[src/rtl/soc_bus_defs.sv]
// Shared bus definitions for the I/O port arbiter: FSM encoding, command
// bundle, error data default and request decode.
package soc_bus_defs;

  typedef enum logic [1:0] {
    ST_IDLE  = 2'd0,
    ST_ISSUE = 2'd1,
    ST_WAIT  = 2'd2,
    ST_RESP  = 2'd3
  } arb_state_t;

  localparam logic [31:0] ERR_DATA_DEFAULT = 32'hFFFF_FFFF;

  // One master's command as presented to the arbiter.
  typedef struct packed {
    logic [31:0] addr;
    logic [31:0] data;
    logic [3:0]  wr;
    logic        rd;
  } bus_cmd_t;

  // A master requests when it reads or writes any byte lane.
  function automatic logic bus_req(input logic rd, input logic [3:0] wr);
    return rd | (|wr);
  endfunction

endpackage

[src/rtl/arb_rr2.sv]
// Two-way picker: round-robin on contention (favours the master that was
// not served last) or fixed priority with master 0 always winning.
module arb_rr2 (
  input  logic [1:0] req,
  input  logic       last,
  input  logic       fixed,
  output logic       winner
);

  // Winner select; a lone requester always wins regardless of mode.
  always_comb begin
    winner = 1'b0;
    if (fixed) begin
      winner = ~req[0] & req[1];
    end else begin
      case (req)
        2'b01:   winner = 1'b0;
        2'b10:   winner = 1'b1;
        2'b11:   winner = ~last;
        default: winner = 1'b0;
      endcase
    end
  end

endmodule

[src/rtl/io_bus_arbiter.sv]
// Shares the single SoC I/O port between CPU (m0) and DMA (m1). One
// transaction in flight, registered grant, timeout with error response.
module io_bus_arbiter
  import soc_bus_defs::*;
#(
  parameter string       ARB_MODE       = "ROUND_ROBIN",
  parameter int unsigned TIMEOUT_CYCLES = 255,
  parameter logic [31:0] ERR_DATA       = ERR_DATA_DEFAULT
) (
  input  logic        clk_i,
  input  logic        rst_i,
  input  logic [31:0] m0_addr_i,
  input  logic [31:0] m0_data_i,
  input  logic [3:0]  m0_wr_i,
  input  logic        m0_rd_i,
  output logic [31:0] m0_data_o,
  output logic        m0_accept_o,
  output logic        m0_ack_o,
  output logic        m0_err_o,
  input  logic [31:0] m1_addr_i,
  input  logic [31:0] m1_data_i,
  input  logic [3:0]  m1_wr_i,
  input  logic        m1_rd_i,
  output logic [31:0] m1_data_o,
  output logic        m1_accept_o,
  output logic        m1_ack_o,
  output logic        m1_err_o,
  output logic [31:0] io_addr_o,
  output logic [31:0] io_data_o,
  output logic [3:0]  io_wr_o,
  output logic        io_rd_o,
  input  logic [31:0] io_data_i,
  input  logic        io_accept_i,
  input  logic        io_ack_i
);

  localparam logic        FIXED_MODE = (ARB_MODE == "FIXED");
  localparam logic [15:0] TO_LAST    = 16'(TIMEOUT_CYCLES - 1);

  bus_cmd_t [1:0]   cmd;
  logic [1:0]       req;
  arb_state_t       state, state_nx;
  logic             grant_q, grant_nx;
  logic             last_q, last_nx;
  logic             winner;
  logic [15:0]      cnt_q, cnt_nx;
  logic             accept;
  logic             cap_en, cap_err;
  logic [31:0]      cap_data;
  logic [1:0][31:0] rdata_q;
  logic [1:0]       ack_q, err_q;

  assign cmd[0] = {m0_addr_i, m0_data_i, m0_wr_i, m0_rd_i};
  assign cmd[1] = {m1_addr_i, m1_data_i, m1_wr_i, m1_rd_i};
  assign req[0] = bus_req(m0_rd_i, m0_wr_i);
  assign req[1] = bus_req(m1_rd_i, m1_wr_i);

  arb_rr2 u_pick (
    .req    (req),
    .last   (last_q),
    .fixed  (FIXED_MODE),
    .winner (winner)
  );

  // Next-state, slave-side muxing and response capture decisions.
  always_comb begin
    state_nx  = state;
    grant_nx  = grant_q;
    last_nx   = last_q;
    cnt_nx    = cnt_q;
    accept    = 1'b0;
    cap_en    = 1'b0;
    cap_err   = 1'b0;
    cap_data  = io_data_i;
    io_addr_o = '0;
    io_data_o = '0;
    io_wr_o   = '0;
    io_rd_o   = 1'b0;
    case (state)
      ST_IDLE: begin
        if (|req) begin
          grant_nx = winner;
          state_nx = ST_ISSUE;
        end
      end
      ST_ISSUE: begin
        if (!req[grant_q]) begin
          // Master withdrew before the slave took the command: abandon it.
          state_nx = ST_IDLE;
        end else begin
          io_addr_o = cmd[grant_q].addr;
          io_data_o = cmd[grant_q].data;
          io_wr_o   = cmd[grant_q].wr;
          io_rd_o   = cmd[grant_q].rd & ~(|cmd[grant_q].wr);
          if (io_accept_i) begin
            accept = 1'b1;
            cnt_nx = '0;
            if (io_ack_i) begin
              cap_en   = 1'b1;
              state_nx = ST_RESP;
            end else begin
              state_nx = ST_WAIT;
            end
          end
        end
      end
      ST_WAIT: begin
        cnt_nx = cnt_q + 16'd1;
        if (io_ack_i) begin
          // A real ack beats a simultaneous timeout.
          cap_en   = 1'b1;
          state_nx = ST_RESP;
        end else if (cnt_q == TO_LAST) begin
          cap_en   = 1'b1;
          cap_err  = 1'b1;
          cap_data = ERR_DATA;
          state_nx = ST_RESP;
        end
      end
      ST_RESP: begin
        last_nx  = grant_q;
        state_nx = ST_IDLE;
      end
      default: state_nx = ST_IDLE;
    endcase
  end

  // FSM state, grant, round-robin history and timeout counter.
  always_ff @(posedge clk_i or posedge rst_i) begin
    if (rst_i) begin
      state   <= ST_IDLE;
      grant_q <= 1'b0;
      last_q  <= 1'b1;
      cnt_q   <= '0;
    end else begin
      state   <= state_nx;
      grant_q <= grant_nx;
      last_q  <= last_nx;
      cnt_q   <= cnt_nx;
    end
  end

  // Response registers: one-cycle ack toward the granted master, data held.
  always_ff @(posedge clk_i or posedge rst_i) begin
    if (rst_i) begin
      ack_q   <= '0;
      err_q   <= '0;
      rdata_q <= '0;
    end else begin
      ack_q <= '0;
      err_q <= '0;
      if (cap_en) begin
        ack_q[grant_q]   <= 1'b1;
        err_q[grant_q]   <= cap_err;
        rdata_q[grant_q] <= cap_data;
      end
    end
  end

  assign m0_accept_o = accept & ~grant_q;
  assign m1_accept_o = accept & grant_q;
  assign m0_ack_o    = ack_q[0];
  assign m1_ack_o    = ack_q[1];
  assign m0_err_o    = err_q[0];
  assign m1_err_o    = err_q[1];
  assign m0_data_o   = rdata_q[0];
  assign m1_data_o   = rdata_q[1];

endmodule
[config.mk]
export PLATFORM = sky130hd
export DESIGN_NAME = io_bus_arbiter
export DESIGN_NICKNAME = d
export VERILOG_FILES = /design/src/rtl/soc_bus_defs.sv /design/src/rtl/arb_rr2.sv /design/src/rtl/io_bus_arbiter.sv
export SDC_FILE = /design/constraint.sdc
export NUM_CORES = 1
export LEC_CHECK = 0
export BUFFER_PORTS_ARGS = -buffer_cell sky130_fd_sc_hd__buf_2
export CAP_MARGIN = 30
export CORE_AREA = 2 2 143 145
export CTS_BUF_LIST = sky130_fd_sc_hd__clkbuf_16
export DETAILED_ROUTE_END_ITERATION = 6
export DIE_AREA = 0 0 145 147
export PLACE_DENSITY = 0.57
export SYNTH_ARGS = -nofsm -noshare
export SYNTH_HDL_FRONTEND = slang
export SYNTH_SLANG_ARGS = --single-unit
[constraint.sdc]
create_clock -name clk_i -period 5.8 [get_ports clk_i]
set_clock_uncertainty 0.1 [all_clocks]
set_input_delay 0.29 -clock clk_i [delete_from_list [all_inputs] [get_ports clk_i]]
set_output_delay 0.29 -clock clk_i [all_outputs]
set_load 0.02 [all_outputs]
Yosys cells after proc, flatten, opt, wreduce, memory -nomap -nowiden --
Index checks and enable logic that the tools add are counted. W data, S select, Z words.
Storage, ports and cells: register bits 88, input bits 174, output and inout bits 139, word-level logic and storage cells 85
Cells by class: add/subtract/negate cells 1, order comparisons 2, eq/ne operators 11, mux-type cells 44, bitwise logic cells 9, reductions and logical operators 10
Operator list (count):
- $mux W32 | 8
- $mux W69 | 2
- $bwmux W64 | 1
- $demux W32 S1 | 1
- $mux W16 | 2
- $pmux W16 S2 | 1
- $add A16 B1 Y16 const B | 1
- $eq A16 B8 Y1 const B | 1
- $mux W1 | 16
- $mux W2 | 7
- $reduce_or A4 Y1 | 3
- $eq A2 B2 Y1 const B | 4
- $mux W4 | 2
- $pmux W2 S4 | 1
- $ne A2 B2 Y1 const B | 3
- $ne A3 B3 Y1 const B | 2
- $reduce_and A3 Y1 | 2
- $pmux W1 S2 | 2
- $and A1 B1 Y1 | 3
- $not A1 Y1 | 3
- $and A2 B2 Y2 | 1
- $eq A2 B1 Y1 const B | 1
- $logic_not A2 Y1 | 1
- $lt A1 B2 Y1 const B | 1
- other kinds (7) | 8

Longest topological paths before layout --
Gate-level depths: netlist (run 1).
depth in word-level cells 7, mapped depth 9, depth with buffers taken out 7

Hierarchy --
Synthesis (run 1) repeated with hierarchy kept, for this count alone.
Second synthesis, totals: cells, all modules 551, area total of the unflattened synthesis 4890.9 um2
By module, submodules not included:
- io_bus_arbiter | instances 1, cells an instance 549, area each 4879.7 um2, seq. area each 2203.4 um2
- arb_rr2 | instances 1, cells an instance 2, area each 11.3 um2, seq. area each 0.0 um2

Worst setup path after synthesis (run 1) --
No wires, ideal clock.
path type input to output, from input port m0_wr_i[0], to output port m0_accept_o, arrival 1.668 ns, required time 5.410 ns, setup slack 3.742 ns, stages 4, buffers on the path 1, path through or4_1 o221ai_1 buf_2 nor3_1
Between the ends: cells in the longest elaborated chain, start to end 7
Ends and longest elaborated chain:
- start, declared | RTL line io_bus_arbiter.sv:14 | input logic [3:0] m0_wr_i,
- $reduce_or A4 Y1 | RTL line soc_bus_defs.sv:24 | return rd | (|wr);
- $or A1 B1 Y1 | RTL line soc_bus_defs.sv:24
- $mux W1 (not written as such) (2 in a row) | RTL line io_bus_arbiter.sv:87 | if (!req[grant_q]) begin
- $mux W1 | RTL line io_bus_arbiter.sv:87
- $mux W1 | RTL line io_bus_arbiter.sv:79 | case (state)
- $and A1 B1 Y1 | RTL line io_bus_arbiter.sv:160 | assign m0_accept_o = accept & ~grant_q;
- end, declared | RTL line io_bus_arbiter.sv:17 | output logic m0_accept_o,
No other way between the ends. The select of a mux whose other input is x is not followed.

Worst setup path in the final report (run 1) --
from register grant_q, to output port io_data_o[29]
Between the ends: cells in the longest elaborated chain, start to end 4, elaborated cells between the ends (all ways) 6, classes of those cells mux (6)
Ends and longest elaborated chain:
- start, declared | RTL line io_bus_arbiter.sv:43 | logic grant_q, grant_nx;
- start signal, assigned | RTL line io_bus_arbiter.sv:137 | grant_q <= grant_nx;
- $mux W69 / $mux W1 (equally long branches) (2 in a row)
- $mux W32 * | RTL line io_bus_arbiter.sv:87
- $mux W32 * | RTL line io_bus_arbiter.sv:79
- end, declared | RTL line io_bus_arbiter.sv:29 | output logic [31:0] io_data_o,
Mark *: on every way between the ends. The rest lies on a longest branch, timed or not. The select of a mux whose other input is x is not followed.

==> results of run 1 <==
critical path: cells and delay by family, from the launching register on:
kind / cells / cell delay (ns)
buf+inv: 2 / 0.76
flops: 1 / 0.52
simple gates: 2 / 0.49
compound gates: 1 / 0.25
area by class of cell:
class	count	area, um^2	share of cell area
multi-input cells	416	2452	0.3500
well taps	270	337.8	0.04821
clock buffers	9	225.2	0.03214
inverters	9	35.03	0.005000
diodes	5	12.51	0.001786
clock inverters	7	72.57	0.01036
repair buffers	321	1664	0.2375
flip-flops and latches	88	2207	0.3150
placed cells by master, fill, tap and decap left out, types with 4 or more instances in the layout:
master,netlist,routed
ha_1,7,7
o31ai_1,9,9
nand2b_1,4,4
or3_1,5,5
nor4_1,4,4
and2_1,4,4
nand4_1,5,5
mux2i_1,68,68
nor2_1,169,169
clkbuf_16,0,9
a21oi_1,74,74
inv_1,8,8
nand3_1,7,7
nand2_1,10,10
o21ai_0,13,13
buf_4,0,6
a31oi_1,4,4
diode_2,0,5
nor3_1,4,4
dfrtp_1,87,86
buf_2,22,312
cell usage after synthesis, types with 3 or more instances:
cell      count
or4_1         3
a31oi_1       4
a21oi_1      74
or3_1         5
o31ai_1       9
inv_1         8
nor2_1      169
dfrtp_1      87
nand4_1       5
clkbuf_1      7
mux2i_1      68
and3_1        3
nand3_1       7
ha_1          7
nor4_1        4
buf_2        22
and2_1        4
o21ai_0      13
buf_1         6
nand2b_1      4
nor3_1        4
nand2_1      10
sequential cells by signal (all words and copies together), names as in the netlist, named ones only:
signal     cells
m0_data_o     32
m1_data_o     32
cnt_q         16
ack_q          2
err_q          2
grant_q        1
last_q         1
state          1
cells by family (layout without fill, tap and decap cells):
logic type | Yosys count | after routing | synth area share
flops | 88 | 88 | 0.4548
simple gates | 227 | 227 | 0.2030
fa+ha+maj | 7 | 7 | 0.01808
other cells | 0 | 5 | 0
compound gates | 113 | 113 | 0.1369
mux | 69 | 69 | 0.1428
buf+inv | 46 | 346 | 0.04442
worst max-delay path by stage:
stage	start	to	slack (ns)	cells past startpoint
2_1_floorplan	rst_i	async pin	3.13	1
6_report	grant_q	io_data_o[29]	3.00	5
5_1_grt	grant_q	io_data_o[4]	2.86	5
3_5_place_dp	m0_wr_i[0]	io_data_o[29]	3.21	6
4_1_cts	grant_q	io_data_o[29]	2.99	5
3_3_place_gp	grant_q	io_wr_o[0]	3.19	4
per-layer routing:
| layer | vias up | GRT usage | share of wire |
|---|---|---|---|
| met5 | - | 0 | 0 |
| met4 | 0 | 0.1020 | 0.042 |
| met3 | 29 | 0.04658 | 0.074 |
| met2 | 236 | 0.2838 | 0.51 |
| met1 | 2295 | 0.1818 | 0.38 |
| li1 | 2500 | - | - |
power groups by stage:
stage	clock, mW	sequential (mW)	combinational [mW]
final	0.582	1.01	2.06
after global routing	0.630	1.05	2.24
after CTS	0.606	1.01	2.08
after detailed placement	0	1.03	2.07
after global placement	0	1.02	2.05
after floorplan	0	1.30	1.11
what timing repair did:
item	CTS	global route
setup endpoints to repair	0	0
endpoints found under the hold margin	20	0
hold buffers	1	0
==> results.py, run 1 <==
metrics = {
    "sta": {
        "finalHoldViolCount": 0,
        "drv_slew": 0,
        "max_freq_mhz": 357.3,
        "tightest_slew_ns": 0.9168,
        "hold-worst-slack_ns": 0.1312,
        "setup-violations-final": 0,
        "period_share": 0.4825,
        "period_needed_ns": 2.798,
        "rsz0062_at_grt": "no",
        "max-slew-margin-rel": 0.3841,
        "fin_setup_tns_ns": 0,
        "setup_slack_ns": 3.002,
    },
    "routing": {
        "drtPass1Iterations": 4,
        "ant_nets": 0,
        "drtIter0Drc": 241,
        "viasPerCell": 4.498,
        "vias": 5060,
        "routed_wl_mm": 18.04,
        "drc_errors": 0,
        "wl_per_cell_um": 16.04,
    },
    "grt": {
        "antenna_found_initial": 5,
        "grt_pass1_vias": 4871,
        "grt_pass1_wl_mm": 27.30,
        "grt_overflow_total": 0,
        "grtUsageTotal": 0.1653,
        "grt_max_degree": 69,
    },
    "clock_tree": {
        "cts_setup_buffers": 0,
        "htree_levels": 3,
        "cts_root_buf": "clkbuf_16",
        "cts_tree": "built",
        "path_clk_slew_ns": 0.07,
        "clk_latency_ns": 0.34,
        "cts_buffer_depth": 2,
        "cts_made_buffers": 9,
        "post_cts_resized": 0,
        "clock-sinks": 88,
    },
    "logic_synthesis": {
        "synth_seq_area_share": 0.4548,
        "synth_area_leaders": "dfrtp_1 45%, mux2i_1 14%, nor2_1 13%",
        "syn-num-nets": 731,
        "async_flop_share": 1.000,
        "synth_top_area_share": 0.4494,
        "syn_inst": 550,
        "syn-cell-area_um2": 4845,
        "synth_cell_type_count": 46,
        "synth_edf_count": 0,
        "synth.ff_latch_count": 88,
        "synth_ff_type": "dfrtp_1",
        "yosys_warnings": 0,
        "syn_avg_cell_area_um2": 8.808,
        "yosysTopAreaCell": "dfrtp_1",
    },
    "worst_setup_path": {
        "max_stage_delay_ns": 0.57,
        "crit_chain": "or2_2, o221ai_4, buf_4, nor2_1, buf_2",
        "r2r_slack_ns": 3.28,
        "critical_path.startpoint_type": "flop",
        "critical-path-slowest-cell": "buf_4",
        "setup.worst_path.class": "flop to primary output",
        "r2r_cells": 6,
        "cp_max_fo": 68,
        "crit_path_end_kind": "primary output",
        "worstPathRequired_ns": 5.41,
        "arrival_ns": 2.41,
        "r2r_end": "cnt_q[5]",
    },
    "die": {
        "dieArea_um2": 21320,
        "start_util": 0.2441,
        "fp.dieW_um": 145,
        "ios": 313,
        "core_um2": 19840,
        "die_y_um": 147,
        "rows": 52,
    },
    "layout": {
        "num-nets-final": 1026,
        "area.growth.synth_to_final_pct": 44.63,
        "utilization": 0.3531,
        "fillers": 2105,
        "drive_gt1_frac": 0.4106,
        "layoutNonFillerInstCount": 1125,
        "stdcell_area_um2": 7007,
    },
    "placed_design": {
        "hpwl_mm": 14.42,
        "port_buffers": 312,
        "place_area_um2": 6686,
        "pre_cts_ws_ns": 3.213,
        "gp_congestion": 0.8459,
        "place_inst": 1103,
    },
    "power_and_ir_drop": {
        "powerDensity_nw_per_um2": 521.1,
        "total_power_mw": 3.651,
        "p_clk_frac": 0.159,
        "netSwitchingPower_mw": 1.720,
        "vdd_drop_max_mv": 0.2301,
        "p_leak_nw": 3.599,
        "switching_share": 0.4709,
        "p_int_mw": 1.932,
        "seqPwrFrac": 0.277,
        "p_comb_frac": 0.564,
    },
    "status": {
        "status": "complete, no violations",
    },
    "worst_hold_path": {
        "hp-start": "io_data_i[25]",
        "hold_end": "m1_data_o[25]",
        "whs_path_depth": 3,
        "hp-class": "input pin to flop",
    },
    "job": {
        "max_cap_viol_count": 0,
    },
}
Note: power is estimated with default switching activity, not from simulation.
==> run 2, diff against run 1 <==
--- a/config.mk
+++ b/config.mk
@@ -11,7 +11,7 @@
 export CTS_BUF_LIST = sky130_fd_sc_hd__clkbuf_16
 export DETAILED_ROUTE_END_ITERATION = 6
 export DIE_AREA = 0 0 145 147
-export PLACE_DENSITY = 0.57
+export PLACE_DENSITY = 0.59
 export SYNTH_ARGS = -nofsm -noshare
 export SYNTH_HDL_FRONTEND = slang
 export SYNTH_SLANG_ARGS = --single-unit
==> constraint.sdc (replaced) <==
create_clock -name clk_i -period 2.35 [get_ports clk_i]
set_clock_uncertainty 0.1 [all_clocks]
set_input_delay 0.1175 -clock clk_i [delete_from_list [all_inputs] [get_ports clk_i]]
set_output_delay 0.1175 -clock clk_i [all_outputs]
set_load 0.02 [all_outputs]
==> results.py, run 2 (synthesis results as in run 1) <==
metrics = {
    "status": {
        "status": "complete, no violations",
    },
    "sta": {
        "period_share": 0.9362,
        "max-slew-margin-rel": 0.5588,
        "period_needed_ns": 2.200,
        "tightest_slew_ns": 0.6618,
        "max_freq_mhz": 454.5,
        "setup-violations-final": 0,
        "drv_slew": 0,
        "finalHoldViolCount": 0,
        "rsz0062_at_grt": "no",
        "hold-worst-slack_ns": 0.005122,
        "fin_setup_tns_ns": 0,
    },
    "die": {
        "dieArea_um2": 21320,
        "rows": 52,
        "core_um2": 19840,
        "start_util": 0.2441,
        "fp.dieW_um": 145,
        "die_y_um": 147,
        "ios": 313,
    },
    "worst_setup_path": {
        "worstPathRequired_ns": 2.13,
        "max_stage_delay_ns": 0.49,
        "crit_family": "flip-flops",
        "critical_path.startpoint_type": "flop",
        "arrival_ns": 1.98,
        "setup.worst_path.class": "flop to primary output",
        "crit_buf_inv": 2,
        "cp_max_fo": 57,
        "critical-path-slowest-cell": "dfrtp_4",
        "crit_path_end_kind": "primary output",
        "crit_chain": "or2_2, o221ai_4, buf_12, nor2_1, buf_2",
    },
    "routing": {
        "routed_wl_mm": 18.08,
        "viasPerCell": 4.390,
        "wl_per_cell_um": 15.52,
        "drc_errors": 0,
        "drtPass1Iterations": 4,
        "ant_nets": 0,
        "vias": 5114,
        "drtIter0Drc": 167,
    },
    "placed_design": {
        "place_inst": 1111,
        "hpwl_mm": 14.26,
        "gp_congestion": 0.8284,
        "port_buffers": 312,
        "place_area_um2": 6766,
    },
    "grt": {
        "grt_max_degree": 67,
        "grt_pass1_vias": 4918,
        "grtUsageTotal": 0.1645,
        "grt_overflow_total": 0,
        "grt_pass1_wl_mm": 27.50,
        "antenna_found_initial": 5,
    },
    "layout": {
        "drive_gt1_frac": 0.4022,
        "final_common_cell": "buf_2",
        "stdcell_area_um2": 7381,
        "num-nets-final": 1066,
        "layoutNonFillerInstCount": 1165,
        "area.growth.synth_to_final_pct": 52.35,
        "final_cell_mix": "312 x buf_2, 169 x nor2_1, 86 x dfrtp_1",
        "fillers": 2023,
    },
    "clock_tree": {
        "clk_latency_ns": 0.33,
        "cts_buffer_depth": 2,
        "clock-sinks": 88,
        "cts_made_buffers": 9,
        "cts_tree": "built",
        "path_clk_slew_ns": 0.06,
        "htree_levels": 3,
        "cts_root_buf": "clkbuf_16",
    },
    "worst_hold_path": {
        "hp-class": "input pin to flop",
    },
    "job": {
        "max_cap_viol_count": 0,
    },
    "power_and_ir_drop": {
        "vdd_drop_max_mv": 0.4014,
        "powerDensity_nw_per_um2": 1222,
        "p_leak_nw": 3.755,
    },
}
[run 2: through the flow]
step                utilization  power, mW  setup WS, ns
floorplan                     -      5.944        0.3778
global placement         0.3410      7.678        0.2544
detailed placement       0.3410      7.714        0.2107
CTS                      0.3708      9.103       0.02283
global route             0.3718      9.660      0.001409
finish                   0.3719      9.019        0.1499
[run 2: power by group]
| group | leakage, nW | internal, mW | switching [mW] | total [mW] |
|---|---|---|---|---|
| logic | 2.57 | 1.91 | 3.31 | 5.22 |
| registers | 1.05 | 2.15 | 0.334 | 2.48 |
| clock network | 0.135 | 0.716 | 0.595 | 1.31 |
| total | 3.76 | 4.78 | 4.24 | 9.02 |
[run 2: layer usage]
metal	routed length [um]	share of wire	track usage
met5	0	0	0
met4	514	0.028	0.07129
met3	1293	0.072	0.04099
met2	9068	0.50	0.2883
met1	7199	0.40	0.1914
[run 2: path summary, 6_finish.rpt]
check | start | endpoint | slack, ns | cells past startpoint
min in group asynchronous | rst_i | m1_data_o[25] | 0.29 | 3
max | grant_q | io_data_o[8] | 0.15 | 5
max in group asynchronous | rst_i | m0_data_o[29] | 1.19 | 4
min | io_data_i[25] | m1_data_o[25] | 0.005 | 3
max reg2reg | state[0] | m1_data_o[17] | 0.18 | 7
min reg2reg | cnt_q[7] | cnt_q[7] | 0.39 | 1
[run 2: final cells by class]
| class | instances | area (um^2) | area share |
|---|---|---|---|
| Antenna cell | 5 | 12.51 | 0.001695 |
| Clock buffer | 9 | 225.2 | 0.03051 |
| Clock inverter | 7 | 46.29 | 0.006272 |
| Inverter | 9 | 37.54 | 0.005086 |
| Multi-Input combinational cell | 416 | 2455 | 0.3326 |
| Sequential cell | 88 | 2207 | 0.2990 |
| Tap cell | 270 | 337.8 | 0.04577 |
| Timing Repair Buffer | 361 | 2059 | 0.2790 |
[run 2: what timing repair did]
action,CTS,global route
buffers inserted,0,1
setup endpoints to repair,1,58
hold buffers,32,0
pin swaps,1,1
gates resized for setup,0,1
endpoints found under the hold margin,77,0
[run 2: worst min-delay path, stage by stage]
cell and delay, ns:
buf_2 0.09, nor2_1 0.06, a21oi_1 0.12
